[config.mk]
export PLATFORM = sky130hd
export DESIGN_NAME = ripple_count_capture
export DESIGN_NICKNAME = d
export VERILOG_FILES = /design/src/rtl/ripple_count_capture.sv
export SDC_FILE = /design/constraint.sdc
export NUM_CORES = 1
export LEC_CHECK = 0
export ABC_AREA = 1
export CAP_MARGIN = 10
export CORE_MARGIN = 2
export CORE_UTILIZATION = 37
export CTS_BUF_LIST = sky130_fd_sc_hd__clkbuf_16
export CTS_CLUSTER_DIAMETER = 50
export DETAILED_ROUTE_END_ITERATION = 8
export PLACE_DENSITY = 0.58
export SLEW_MARGIN = 20
export SYNTH_ARGS = -nofsm -noshare
export SYNTH_HDL_FRONTEND = slang
export SYNTH_SLANG_ARGS = --single-unit
[constraint.sdc]
create_clock -name clk -period 5.7 [get_ports clk]
set_clock_uncertainty 0.1 [all_clocks]
set_input_delay 0.57 -clock clk [delete_from_list [all_inputs] [get_ports clk]]
set_output_delay 0.57 -clock clk [all_outputs]
set_load 0.05 [all_outputs]
[src/rtl/ripple_count_capture.sv]
// ripple_count_capture: brings the raw outputs of a 4-bit asynchronous ripple
// counter into the clk domain. A three-flop synchronizer feeds a settling filter.
// Settled values are tracked as a 4-bit baseline. Their modulo-16 deltas
// accumulate into a W-bit extended count, with wrap, error, overflow and
// threshold flags for downstream synchronous logic.
module ripple_count_capture #(
   parameter int W        = 12,
   parameter int MAX_STEP = 3
) (
   input  logic         clk,
   input  logic         rst,
   input  logic [3:0]   cnt_in,
   input  logic         clr,
   input  logic [W-1:0] thr,
   output logic [3:0]   cnt_q,
   output logic [W-1:0] ext_cnt,
   output logic         upd,
   output logic         wrap,
   output logic         locked,
   output logic         err,
   output logic         ovf,
   output logic         hit
);

   typedef enum logic [0:0] {
      ST_INIT  = 1'b0,
      ST_TRACK = 1'b1
   } state_t;

   localparam logic [3:0] LP_MAX_STEP = 4'(MAX_STEP);

   // synchronizer stages and post-reset fill counter
   logic [3:0]   r_s1;
   logic [3:0]   r_s2;
   logic [3:0]   r_s3;
   logic [1:0]   r_fill;

   // tracking state and registered outputs
   state_t       r_state;
   logic [3:0]   r_cnt_q;
   logic [W-1:0] r_ext_cnt;
   logic         r_upd;
   logic         r_wrap;
   logic         r_err;
   logic         r_ovf;
   logic         r_hit;

   logic         w_settled;
   logic [3:0]   w_delta;
   logic [W:0]   w_sum;
   logic         w_accept;

   // Two consecutive identical synchronized samples mean the ripple has finished.
   assign w_settled = (r_s2 == r_s3);
   // The 4-bit subtraction wraps naturally, giving the modulo-16 forward distance.
   assign w_delta   = r_s2 - r_cnt_q;
   // One extra bit on the sum exposes the carry out of the extended count.
   assign w_sum     = {1'b0, r_ext_cnt} + {{(W-3){1'b0}}, w_delta};
   assign w_accept  = (r_state == ST_TRACK) && w_settled && (r_s2 != r_cnt_q);

   // Three-stage synchronizer for the asynchronous, glitchy counter outputs.
   // NOTE: non-blocking assignments make each stage take the previous stage's old value, forming a true shift chain.
   always_ff @(posedge clk or negedge rst) begin
      if (!rst) begin
         r_s1 <= 4'd0;
         r_s2 <= 4'd0;
         r_s3 <= 4'd0;
      end else begin
         r_s1 <= cnt_in;
         r_s2 <= r_s1;
         r_s3 <= r_s2;
      end
   end

   // Count edges since reset release until the synchronizer holds real samples.
   always_ff @(posedge clk or negedge rst) begin
      if (!rst) begin
         r_fill <= 2'd0;
      end else if (r_fill != 2'd3) begin
         r_fill <= r_fill + 2'd1;
      end
   end

   // Acquire the baseline, then accumulate deltas and maintain the flags.
   always_ff @(posedge clk or negedge rst) begin
      if (!rst) begin
         r_state   <= ST_INIT;
         r_cnt_q   <= 4'd0;
         r_ext_cnt <= '0;
         r_upd     <= 1'b0;
         r_wrap    <= 1'b0;
         r_err     <= 1'b0;
         r_ovf     <= 1'b0;
         r_hit     <= 1'b0;
      end else begin
         r_upd  <= 1'b0;
         r_wrap <= 1'b0;

         case (r_state)
            ST_INIT: begin
               if ((r_fill == 2'd3) && w_settled) begin
                  r_cnt_q <= r_s2;
                  r_state <= ST_TRACK;
               end
            end
            ST_TRACK: begin
               if (w_accept) begin
                  r_cnt_q   <= r_s2;
                  r_ext_cnt <= w_sum[W-1:0];
                  r_upd     <= 1'b1;
                  r_wrap    <= (r_s2 < r_cnt_q);
                  if (w_delta > LP_MAX_STEP) r_err <= 1'b1;
                  if (w_sum[W])              r_ovf <= 1'b1;
               end
            end
            default: r_state <= ST_INIT;
         endcase

         // The threshold check sees the current register, so hit lags ext_cnt by one cycle.
         if (r_ext_cnt >= thr) r_hit <= 1'b1;

         // NOTE: the last non-blocking assignment in the block wins, so clear overrides the accumulation above.
         if (clr) begin
            r_ext_cnt <= '0;
            r_err     <= 1'b0;
            r_ovf     <= 1'b0;
            r_hit     <= 1'b0;
         end
      end
   end

   assign cnt_q   = r_cnt_q;
   assign ext_cnt = r_ext_cnt;
   assign upd     = r_upd;
   assign wrap    = r_wrap;
   assign locked  = (r_state == ST_TRACK);
   assign err     = r_err;
   assign ovf     = r_ovf;
   assign hit     = r_hit;

endmodule

* Word-level counts from Yosys, hierarchy flattened
Cells that the tools add are included.
Cells by class: add/subtract/negate cells 3, order comparisons 3, equal/unequal tests 6, mux-type cells 22, bitwise logic cells 1, reductions and logical operators 12
Operator list (count):
- $mux 12 | 3
- $mux 1 | 16
- $add 12x4->13 | 1
- $ge 12x12->1 | 1
- $reduce_bool 2->1 | 5
- $mux 4 | 2
- $pmux 4 s2 | 1
- $reduce_and 3->1 | 2
- $eq 4x4->1 | 1
- $gt 4x2->1 const B | 1
- $lt 4x4->1 | 1
- $ne 2x2->1 const B | 2
- $ne 4x4->1 | 1
- $reduce_and 2->1 | 2
- $sub 4x4->4 | 1
- $logic_and 1x1->1 | 3
- $add 2x1->2 const B | 1
- $eq 2x2->1 const B | 1
- $ne 2x1->1 const B | 1
- $not 1->1 | 1
Storage, ports and cells: bits in registers 36, bits of input ports 19, output and inout bits 22

* Longest topological paths before layout
Gate-level depths: netlist (run 1).
depth in word-level cells 6, depth in mapped cells 16

* Worst setup path before layout (run 1)
No wires, ideal clock.
path type register -> register, start point register r_cnt_q[0], in the netlist cnt_q[0], end point register r_ext_cnt[6], in the netlist ext_cnt[6], setup time 119 ps, arrival time 2504 ps, setup slack 2977 ps, cell stages (with the launch flop) 14, path buffers 0, period minus slack after synthesis 2723 ps, cell sequence dfrtp_1 ha_1 inv_1 fa_1 xnor2_1 inv_1 ha_1 nand3_1 nand3_1 nand2_1 nor2_1 nand2_1 nand2_1 nor2_1
Between the ends: word-level cells in the longest chain between the ends 5, elaborated cells between the ends (all ways) 9, classes of those cells add/sub (2); eq/ne (1); mux (3); reduce/logical (3)
Ends and longest elaborated chain:
- start, declared | line 40 | logic [3:0] r_cnt_q;
- start signal, assigned | line 102 | r_cnt_q <= r_s2;
- start signal, assigned | line 108 | r_cnt_q <= r_s2;
- $sub 4x4->4 | line 56 | assign w_delta = r_s2 - r_cnt_q;
- $add 12x4->13 | line 58 | assign w_sum = {1'b0, r_ext_cnt} + {{(W-3){1'b0}}, w_delta};
- $mux 12 | line 107 | if (w_accept) begin
- $mux 12 | line 99 | case (r_state)
- $mux 12 | line 123 | if (clr) begin
- end signal, assigned | line 109 | r_ext_cnt <= w_sum[W-1:0];
- end, declared | line 41 | logic [W-1:0] r_ext_cnt;
Several ways; a longest one is shown, not always the timed one. The select of a mux whose other input is x is not followed. A chain may end at the register's enable or synchronous reset.

* Final worst setup path (run 1)
start point register r_s2[0], end point register r_ext_cnt[7], in the netlist ext_cnt[7]
Between the ends: word-level cells in the longest chain between the ends 5, elaborated cells between the ends (all ways) 11, classes of those cells add/sub (2); eq/ne (2); mux (3); reduce/logical (4)
Ends and longest elaborated chain:
- start, declared | line 34 | logic [3:0] r_s2;
- start signal, assigned | line 70 | r_s2 <= r_s1;
- $sub 4x4->4 or $eq 4x4->1 (tied branches) | line 56, 54
- $add 12x4->13 or $logic_and 1x1->1 (tied branches) | line 58, 59
- $mux 12 or $logic_and 1x1->1 (tied branches) | line 107, 59
- $mux 12 or $reduce_bool 2->1 (tied branches)
- $mux 12 or $reduce_and 2->1 (tied branches)
Several ways; a longest one is shown, not always the timed one. The select of a mux whose other input is x is not followed.

==> results of run 1 <==
## worst max-delay path, cell delays in order, from the launching register on
cell and delay [ps]:
dfrtp_1 410, inv_2 80, ha_1 170, inv_1 60
fa_1 400, xnor2_1 210, inv_1 70, ha_1 370
nand2_1 100, nand3_1 160, nand2_1 70, o21ai_0 70
nand2_1 90, nand2_1 80, nand2_1 40, nor2_1 90
## cells by family (layout without fill, tap and decap cells)
kind of cell    Yosys count  count (layout)  share of synthesized area [%]
flops                    36              36                           40.5
compound gates           24              24                           6.25
xor+xnor                  4               4                           1.58
simple gates            150             150                           29.7
fa+ha+maj                23              23                           13.6
buf+inv                  47              94                           8.28
## cell usage in the layout, fill, tap and decap left out, drive strengths merged, types with 2 or more instances in the layout
cell type / count
nand3: 21
a21o: 2
nand2: 91
dfrtp: 36
fa: 2
clkdlybuf4s50: 40
xnor2: 4
clkbuf: 5
inv: 45
ha: 21
nor2: 31
o21ai: 11
clkinv: 3
nand3b: 2
nand4: 4
a21oi: 10
## layout make-up
type | count | area, um^2
multi-input combinational | 201 | 1140
fill | 571 | 3000
tap | 75 | 93.8
inverter | 45 | 169
sequential | 36 | 901
timing repair buffer | 41 | 408
clock buffer | 5 | 125
clock inverter | 3 | 18.8
## state kept, by name, summed over array words and instances (netlist names), 2 cells and up
register and cells:
r_s3 4, cnt_q 4, ext_cnt 12, r_s2 4
r_s1 4, r_fill 2
## how the worst min path moves through the flow
stage               slack, ps  endpoint  cells past startpoint
floorplan                 170  cnt_q[0]                      0
global placement          230   r_s2[2]                      0
detailed placement        240   r_s2[3]                      0
CTS                       250   r_s2[3]                      0
global route              260   r_s2[1]                      0
finish                    250   r_s2[3]                      0
## through the flow
stage          area, um^2  worst slack [ps]  total power [mW]  util, %
2_1_floorplan        2220              2980             0.558        -
3_3_place_gp         2710              3160             0.657     46.3
3_5_place_dp         2710              3070             0.659     46.3
4_1_cts              2850              3060             0.926     48.8
5_1_grt              2850              2760             0.978     48.8
6_report             2850              3060             0.914     48.8
## power breakdown
group / leakage, nW / internal, mW / switching, mW
sequential: 0.452 / 0.280 / 0.0171
combinational: 0.942 / 0.131 / 0.225
clock: 0.0736 / 0.161 / 0.101
total: 1.47 / 0.571 / 0.343
## routing by layer
| layer | track usage (%) | up-vias | part of all wire, % |
|---|---|---|---|
| li1 | - | 986 | - |
| met1 | 20.7 | 838 | 50 |
| met2 | 24.0 | 35 | 45 |
| met3 | 3.41 | 6 | 3.4 |
| met4 | 4.58 | 0 | 1.2 |
| met5 | 0 | - | 0 |
==> impl_metrics.json, run 1 <==
{
  "hold_viol_final": 0,
  "max_cap_violations": 0,
  "post-synth-top-count-cell": "nand2_1",
  "cts_tree": "built",
  "synth_top_area_share_pct": 40.5,
  "cts_inserted_buffers": 5,
  "routed_wl_um": 4570,
  "critical_path_arrival_ps": 2740,
  "num_vias": 1865,
  "place.gp.congestion": 0.814,
  "drive_gt1_share_pct": 8.16,
  "clk_latency_ps": 280,
  "cts_resized": 0,
  "synth.avg_cell_area_um2": 7.82,
  "drtAntennaViolNets": 0,
  "period_minus_slack_ps": 2640,
  "grt_pass1_vias": 1734,
  "criticalPathCategory": "register to register",
  "die_y_um": 81.5,
  "syn-cell-area_um2": 2220,
  "syn_nets": 326,
  "synth_cell_type_count": 25,
  "rr_worst_depth": 15,
  "grt_use_total_pct": 15.1,
  "numPortBuffers": 40,
  "nNetsFinal": 372,
  "antenna_found_initial": 0,
  "cts_hold_buffers": 0,
  "grt_pass1_wl_um": 7690,
  "routed_via_density": 4.59,
  "synth-edff-count": 0,
  "die_w_um": 81.5,
  "period_share_pct": 46.2,
  "grt_overflow": 0,
  "wl_per_cell_um": 11.3,
  "yosys_warnings": 0,
  "coreArea_um2": 5850,
  "grt_max_degree": 37,
  "synthCells": 284,
  "rrSetupSlack_ps": 3060,
  "ys_async_sr_fraction_pct": 100,
  "timing.fmax_mhz": 379,
  "slew_viol_final": 0,
  "min_from": "r_s1[3]",
  "worst_pin_slew_ps": 563,
  "yosysSeqAreaShare_pct": 40.5,
  "setup_tns_ps": 0,
  "cp-endpoint": "ext_cnt[7]",
  "io_pins": 41,
  "n_antenna_cell": 0,
  "cts_setup_buffers": 0,
  "clkTransAtPathRegs_ps": 60,
  "clock_sinks": 36,
  "power_density_nw_per_um2": 321,
  "r2r-end": "ext_cnt[7]",
  "rsz0062_at_grt": "no",
  "outcome": "finished, final reports clean",
  "placed_cells": 398,
  "num_rows": 28,
  "synth_area_leaders": "dfrtp_1, nand2_1, ha_1, inv_1, nor2_1",
  "crit_path_end_kind": "register",
  "start_util_pct": 38.0,
  "r2r-start": "r_s2[0]",
  "layout.cells.non_filler": 406,
  "critPathMaxFanout": 6,
  "whs_ps": 246,
  "htree_levels": 2,
  "route.detailed.drc": 0,
  "ir_drop_mv": 0.194,
  "setup-violations-final": 0,
  "p_leak_nw": 1.47,
  "dr.pass1.iters": 4,
  "synth_top_area_cell": "dfrtp_1",
  "die-area_um2": 6640,
  "dr.first_iter.drc_count": 61,
  "cts_root_buf": "clkbuf_16",
  "relSlewSlack_pct": 62.4,
  "hp-class": "register to register",
  "post_synth_most_frequent_cells": "nand2_1, inv_1, dfrtp_1",
  "synth_ff_type": "dfrtp_1",
  "area_delta_synth_final_pct": 28.4,
  "critPathLaunchType": "register",
  "dp_hpwl_um": 3510,
  "clockBufferDepth": 2,
  "worstPathRequired_ps": 5810,
  "ys_ff_latch": 36,
  "setup.worst_path.start": "r_s2[0]"
}
Note: power is estimated with default switching activity, not from simulation.
==> run 2: changes to the inputs <==
- clock period: 5.7 -> 2.6 ns (I/O delays scaled with it)
==> impl_metrics.json, run 2 (synthesis results as in run 1) <==
{
  "placed_cells": 400,
  "timing.fmax_mhz": 406,
  "cts_tree": "built",
  "routed_via_density": 4.76,
  "setup-violations-final": 0,
  "slew_viol_final": 0,
  "start_util_pct": 38.0,
  "mostFrequentLayoutCells": "nand2_1, inv_1, clkdlybuf4s50_1",
  "ir_drop_mv": 0.397,
  "n_antenna_cell": 0,
  "hp-class": "register to register",
  "drive_gt1_share_pct": 14.3,
  "dr.first_iter.drc_count": 76,
  "cts_root_buf": "clkbuf_16",
  "clock_sinks": 36,
  "final_common_cell": "nand2_1",
  "io_pins": 41,
  "dr.pass1.iters": 4,
  "grt_max_degree": 37,
  "power_density_nw_per_um2": 755,
  "num_vias": 1953,
  "criticalPathCategory": "register to register",
  "routed_wl_um": 4950,
  "num_rows": 28,
  "fillers": 549,
  "crit_path_end_kind": "register",
  "grt_use_total_pct": 16.3,
  "worst_pin_slew_ps": 522,
  "period_share_pct": 94.7,
  "antenna_found_initial": 0,
  "cts_inserted_buffers": 5,
  "grt_overflow": 0,
  "die_y_um": 81.5,
  "placed_area_um2": 2730,
  "wl_per_cell_um": 12.1,
  "p_leak_nw": 1.52,
  "coreArea_um2": 5850,
  "clockBufferDepth": 2,
  "area_delta_synth_final_pct": 34.6,
  "max_cap_violations": 0,
  "dp_hpwl_um": 3610,
  "largest_register_ffs": 12,
  "place.gp.congestion": 0.793,
  "die_w_um": 81.5,
  "die-area_um2": 6640,
  "critical_path_arrival_ps": 2530,
  "grt_pass1_vias": 1850,
  "cts_hold_buffers": 0,
  "period_minus_slack_ps": 2460,
  "route.detailed.drc": 0,
  "nNetsFinal": 376,
  "grt_pass1_wl_um": 8260,
  "outcome": "finished, final reports clean",
  "htree_levels": 2,
  "critPathMaxFanout": 6,
  "fin_area_um2": 2990,
  "clkTransAtPathRegs_ps": 50,
  "numPortBuffers": 40,
  "critPathLaunchType": "register",
  "worstPathRequired_ps": 2670,
  "clk_latency_ps": 280,
  "relSlewSlack_pct": 65.2,
  "layout.cells.non_filler": 410,
  "drtAntennaViolNets": 0,
  "hold_viol_final": 0
}
[run 2: worst paths after layout]
kind	from	end	slack, ps	cells past startpoint
min	r_s1[2]	r_s2[2]	240	0
max reg2reg	r_s2[0]	ext_cnt[5]	140	16
max	r_s2[0]	ext_cnt[5]	140	16
max in group asynchronous	rst	cnt_q[0]	1760	2
min reg2reg	r_s1[2]	r_s2[2]	240	0
min in group asynchronous	rst	r_s2[3]	300	2
[run 2: report_power, final]
| group | switching (mW) | leakage, nW | internal [mW] | total, mW |
|---|---|---|---|---|
| registers | 0.0436 | 0.450 | 0.616 | 0.659 |
| logic | 0.561 | 0.985 | 0.371 | 0.931 |
| clock network | 0.220 | 0.0850 | 0.446 | 0.666 |
| total | 0.824 | 1.52 | 1.43 | 2.26 |
[run 2: critical path: stages (launching register included)]
cell     delay [ps]
dfrtp_1         400
inv_2            90
ha_4            140
inv_2            40
fa_2            410
xnor2_2         180
inv_2            70
ha_4            310
nand2_4          60
nand2_1          70
nand2_1          50
nand2_1          90
a21oi_2          50
nor2_2          130
nand2_1          60
nand2_1          60
nor2_1           50
[run 2: per-stage QoR]
stage / power [mW] / utilization (%) / worst slack [ps] / setup TNS (ps) / hold slack, ps
2_1_floorplan: 1.23 / - / 1.18 / 0 / -136
3_3_place_gp: 1.45 / 46.6 / 54.7 / 0 / 232
3_5_place_dp: 1.45 / 46.6 / 4.39 / 0 / 236
4_1_cts: 2.16 / 49.6 / 33.2 / 0 / 249
5_1_grt: 2.39 / 51.1 / -38.5 / -75.2 / 251
6_report: 2.26 / 51.1 / 139 / 0 / 245
[run 2: per-layer routing]
layer	part of all wire, %	GRT usage [%]	routed length [um]	vias to the layer above
met1	47	22.0	2310	913
met3	4.4	3.96	220	8
li1	-	-	-	992
met4	1.5	4.92	72	0
met5	0	0	0	-
met2	47	25.8	2350	40
[run 2: what timing repair did]
item                                    CTS  global route
gates resized for setup                   1            17
setup buffers                             0             2
endpoints found under the hold margin     0             0
endpoints found under the setup margin    4             8
pin swaps                                 0             6
[run 2: final cells by class]
type / instances / area (um^2) / area share (%)
multi-input combinational: 201 / 1220 / 40.9
sequential: 36 / 903 / 30.2
timing repair buffer: 45 / 438 / 14.6
inverter: 45 / 169 / 5.65
clock buffer: 5 / 125 / 4.18
tap: 75 / 93.8 / 3.14
clock inverter: 3 / 38.8 / 1.30
==> run 3: changes to the inputs <==
- ABC_AREA: 1 -> unset
- CORE_UTILIZATION: 37 -> 51
- GPL_TIMING_DRIVEN: unset -> 1
- PLACE_DENSITY: 0.58 -> 0.78
==> impl_metrics.json, run 3 <==
{
  "wl_per_cell_um": 15.4,
  "synth_cell_type_count": 45,
  "synth_area_leaders": "dfrtp_1, ha_1, xnor2_1, inv_1, nor2_1",
  "routed_via_density": 5.37,
  "cts_inserted_buffers": 5,
  "clk_latency_ps": 280,
  "route.detailed.drc": 0,
  "ir_drop_mv": 0.557,
  "cts_root_buf": "clkbuf_16",
  "grt_max_degree": 37,
  "clkTransAtPathRegs_ps": 60,
  "routed_wl_um": 4300,
  "critPathMaxStageDelay_ps": 400,
  "cts_hold_buffers": 0,
  "die_w_um": 65.8,
  "cp-endpoint": "ext_cnt[5]",
  "htree_levels": 2,
  "pre_cts_ws_ps": -90.3,
  "outcome": "finished, violations left",
  "numPortBuffers": 40,
  "coreArea_um2": 3660,
  "nNetsFinal": 272,
  "max_cap_violations": 0,
  "cts_tree": "built",
  "grt_use_total_pct": 22.0,
  "place.gp.congestion": 0.770,
  "post-synth-top-count-cell": "dfrtp_1",
  "setup-violations-final": 2,
  "largest_register_ffs": 12,
  "clock_sinks": 36,
  "ys_async_sr_fraction_pct": 100,
  "path_delay_family": "adder cells",
  "path_depth": 11,
  "post_synth_most_frequent_cells": "dfrtp_1, ha_1, inv_1",
  "n_antenna_cell": 0,
  "final_common_cell": "clkdlybuf4s50_1",
  "synthCells": 175,
  "fin_ws_ps": -9.20,
  "slew_viol_final": 0,
  "hp-class": "register to register",
  "synth.avg_cell_area_um2": 11.1,
  "synth_top_area_cell": "dfrtp_1",
  "yosysSeqAreaShare_pct": 46.3,
  "register_area_um2": 905,
  "multi_input_area_um2": 1050,
  "grt_pass1_vias": 1557,
  "period_minus_slack_ps": 2610,
  "cp.buffers_inverters": 2,
  "worstPathRequired_ps": 2650,
  "whs_ps": 251,
  "timing.fmax_mhz": 383,
  "io_pins": 41,
  "power_density_nw_per_um2": 812,
  "slowest_stage": "fa_2",
  "syn_nets": 217,
  "antenna_found_initial": 0,
  "grt_overflow": 0,
  "start_util_pct": 53.2,
  "synth_ff_type": "dfrtp_1",
  "critical_path_arrival_ps": 2660,
  "p_leak_nw": 1.20,
  "critPathMaxFanout": 4,
  "r2r-end": "ext_cnt[5]",
  "period_share_pct": 100,
  "num_rows": 22,
  "relSlewSlack_pct": 64.8,
  "mostFrequentLayoutCells": "clkdlybuf4s50_1, dfrtp_1, ha_1",
  "yosys_warnings": 0,
  "dr.first_iter.drc_count": 55,
  "violations": "setup timing",
  "rr_worst_depth": 11,
  "syn-cell-area_um2": 1950,
  "hold_viol_final": 0,
  "criticalPathCategory": "register to register",
  "drtAntennaViolNets": 0,
  "area_delta_synth_final_pct": 39.4,
  "setup.worst_path.start": "r_s2[0]",
  "synth_top_area_share_pct": 46.3,
  "synth-edff-count": 0,
  "rsz0062_at_grt": "yes",
  "dr.pass1.iters": 4,
  "crit_path_end_kind": "register",
  "grt_pass1_wl_um": 7110,
  "worst_pin_slew_ps": 526,
  "ys_ff_latch": 36,
  "clockBufferDepth": 2,
  "path_cells": "inv_2 > ha_4 > inv_4 > fa_2 > xor2_2 > ha_1 > o21a_1 > a21oi_4 > nor4b_2 > xnor2_1 > nor2_1",
  "r2r-start": "r_s2[0]",
  "drive_gt1_share_pct": 19.9,
  "die-area_um2": 4330,
  "num_vias": 1498,
  "dp_hpwl_um": 2980,
  "rrSetupSlack_ps": -9,
  "critPathLaunchType": "register",
  "die_y_um": 65.8,
  "fillers": 261
}
[run 3: what timing repair did]
| action | CTS | global route |
|---|---|---|
| endpoints found under the setup margin | 6 | 9 |
| gates cloned | 0 | 0 |
| endpoints found under the hold margin | 0 | 0 |
| resized for setup | 1 | 7 |
| pin swaps | 4 | 12 |
| buffers inserted | 2 | 4 |
[run 3: layer usage]
layer	vias to the layer above	track usage, %	wire (um)
li1	716	-	-
met1	730	26.2	1800
met2	43	37.9	2220
met3	9	5.96	188
met4	0	7.81	87
met5	-	0	0
[run 3: logic make-up after synthesis]
kind of cell / synth area share, %
and+or+nand+nor: 13.0
buffers and inverters: 4.43
AOI/OAI and AO/OA: 11.0
muxes: 2.19
DFF: 46.3
xor gates and xnor gates: 7.58
adders and majority gates: 15.6
[run 3: area by class of cell]
class                   count  share of cell area [%]
flip-flops and latches     36                    33.3
clock buffers               5                    4.61
multi-input cells         118                    38.9
repair buffers             50                    17.5
inverters                  19                    2.72
clock inverters             3                   0.738
well taps                  48                    2.21
[run 3: worst min path at each step]
stage	start	to	slack, ps	cells past startpoint
after floorplan	rst	cnt_q[0]	-140	0
after global placement	r_s1[0]	r_s2[0]	230	0
after detailed placement	r_s1[0]	r_s2[0]	240	0
after CTS	r_s1[0]	r_s2[0]	250	0
after global routing	r_s1[2]	r_s2[2]	260	0
final	r_s1[0]	r_s2[0]	250	0
[run 3: per-stage QoR]
step / utilization [%] / instances / power [mW] / setup TNS, ps / instance area [um^2]
2_1_floorplan: - / 175 / 1.21 / 0 / 2010
3_3_place_gp: 67.8 / 265 / 1.41 / 0 / 2480
3_5_place_dp: 67.8 / 265 / 1.43 / -206 / 2480
4_1_cts: 72.4 / 275 / 2.05 / 0 / 2650
5_1_grt: 74.1 / 279 / 2.32 / -798 / 2710
6_report: 74.1 / 279 / 2.20 / -16.7 / 2710
[run 3: power breakdown]
group,leakage [nW],internal [mW],switching [mW]
sequential,0.449,0.615,0.0456
clock,0.0712,0.352,0.230
combinational,0.681,0.434,0.526
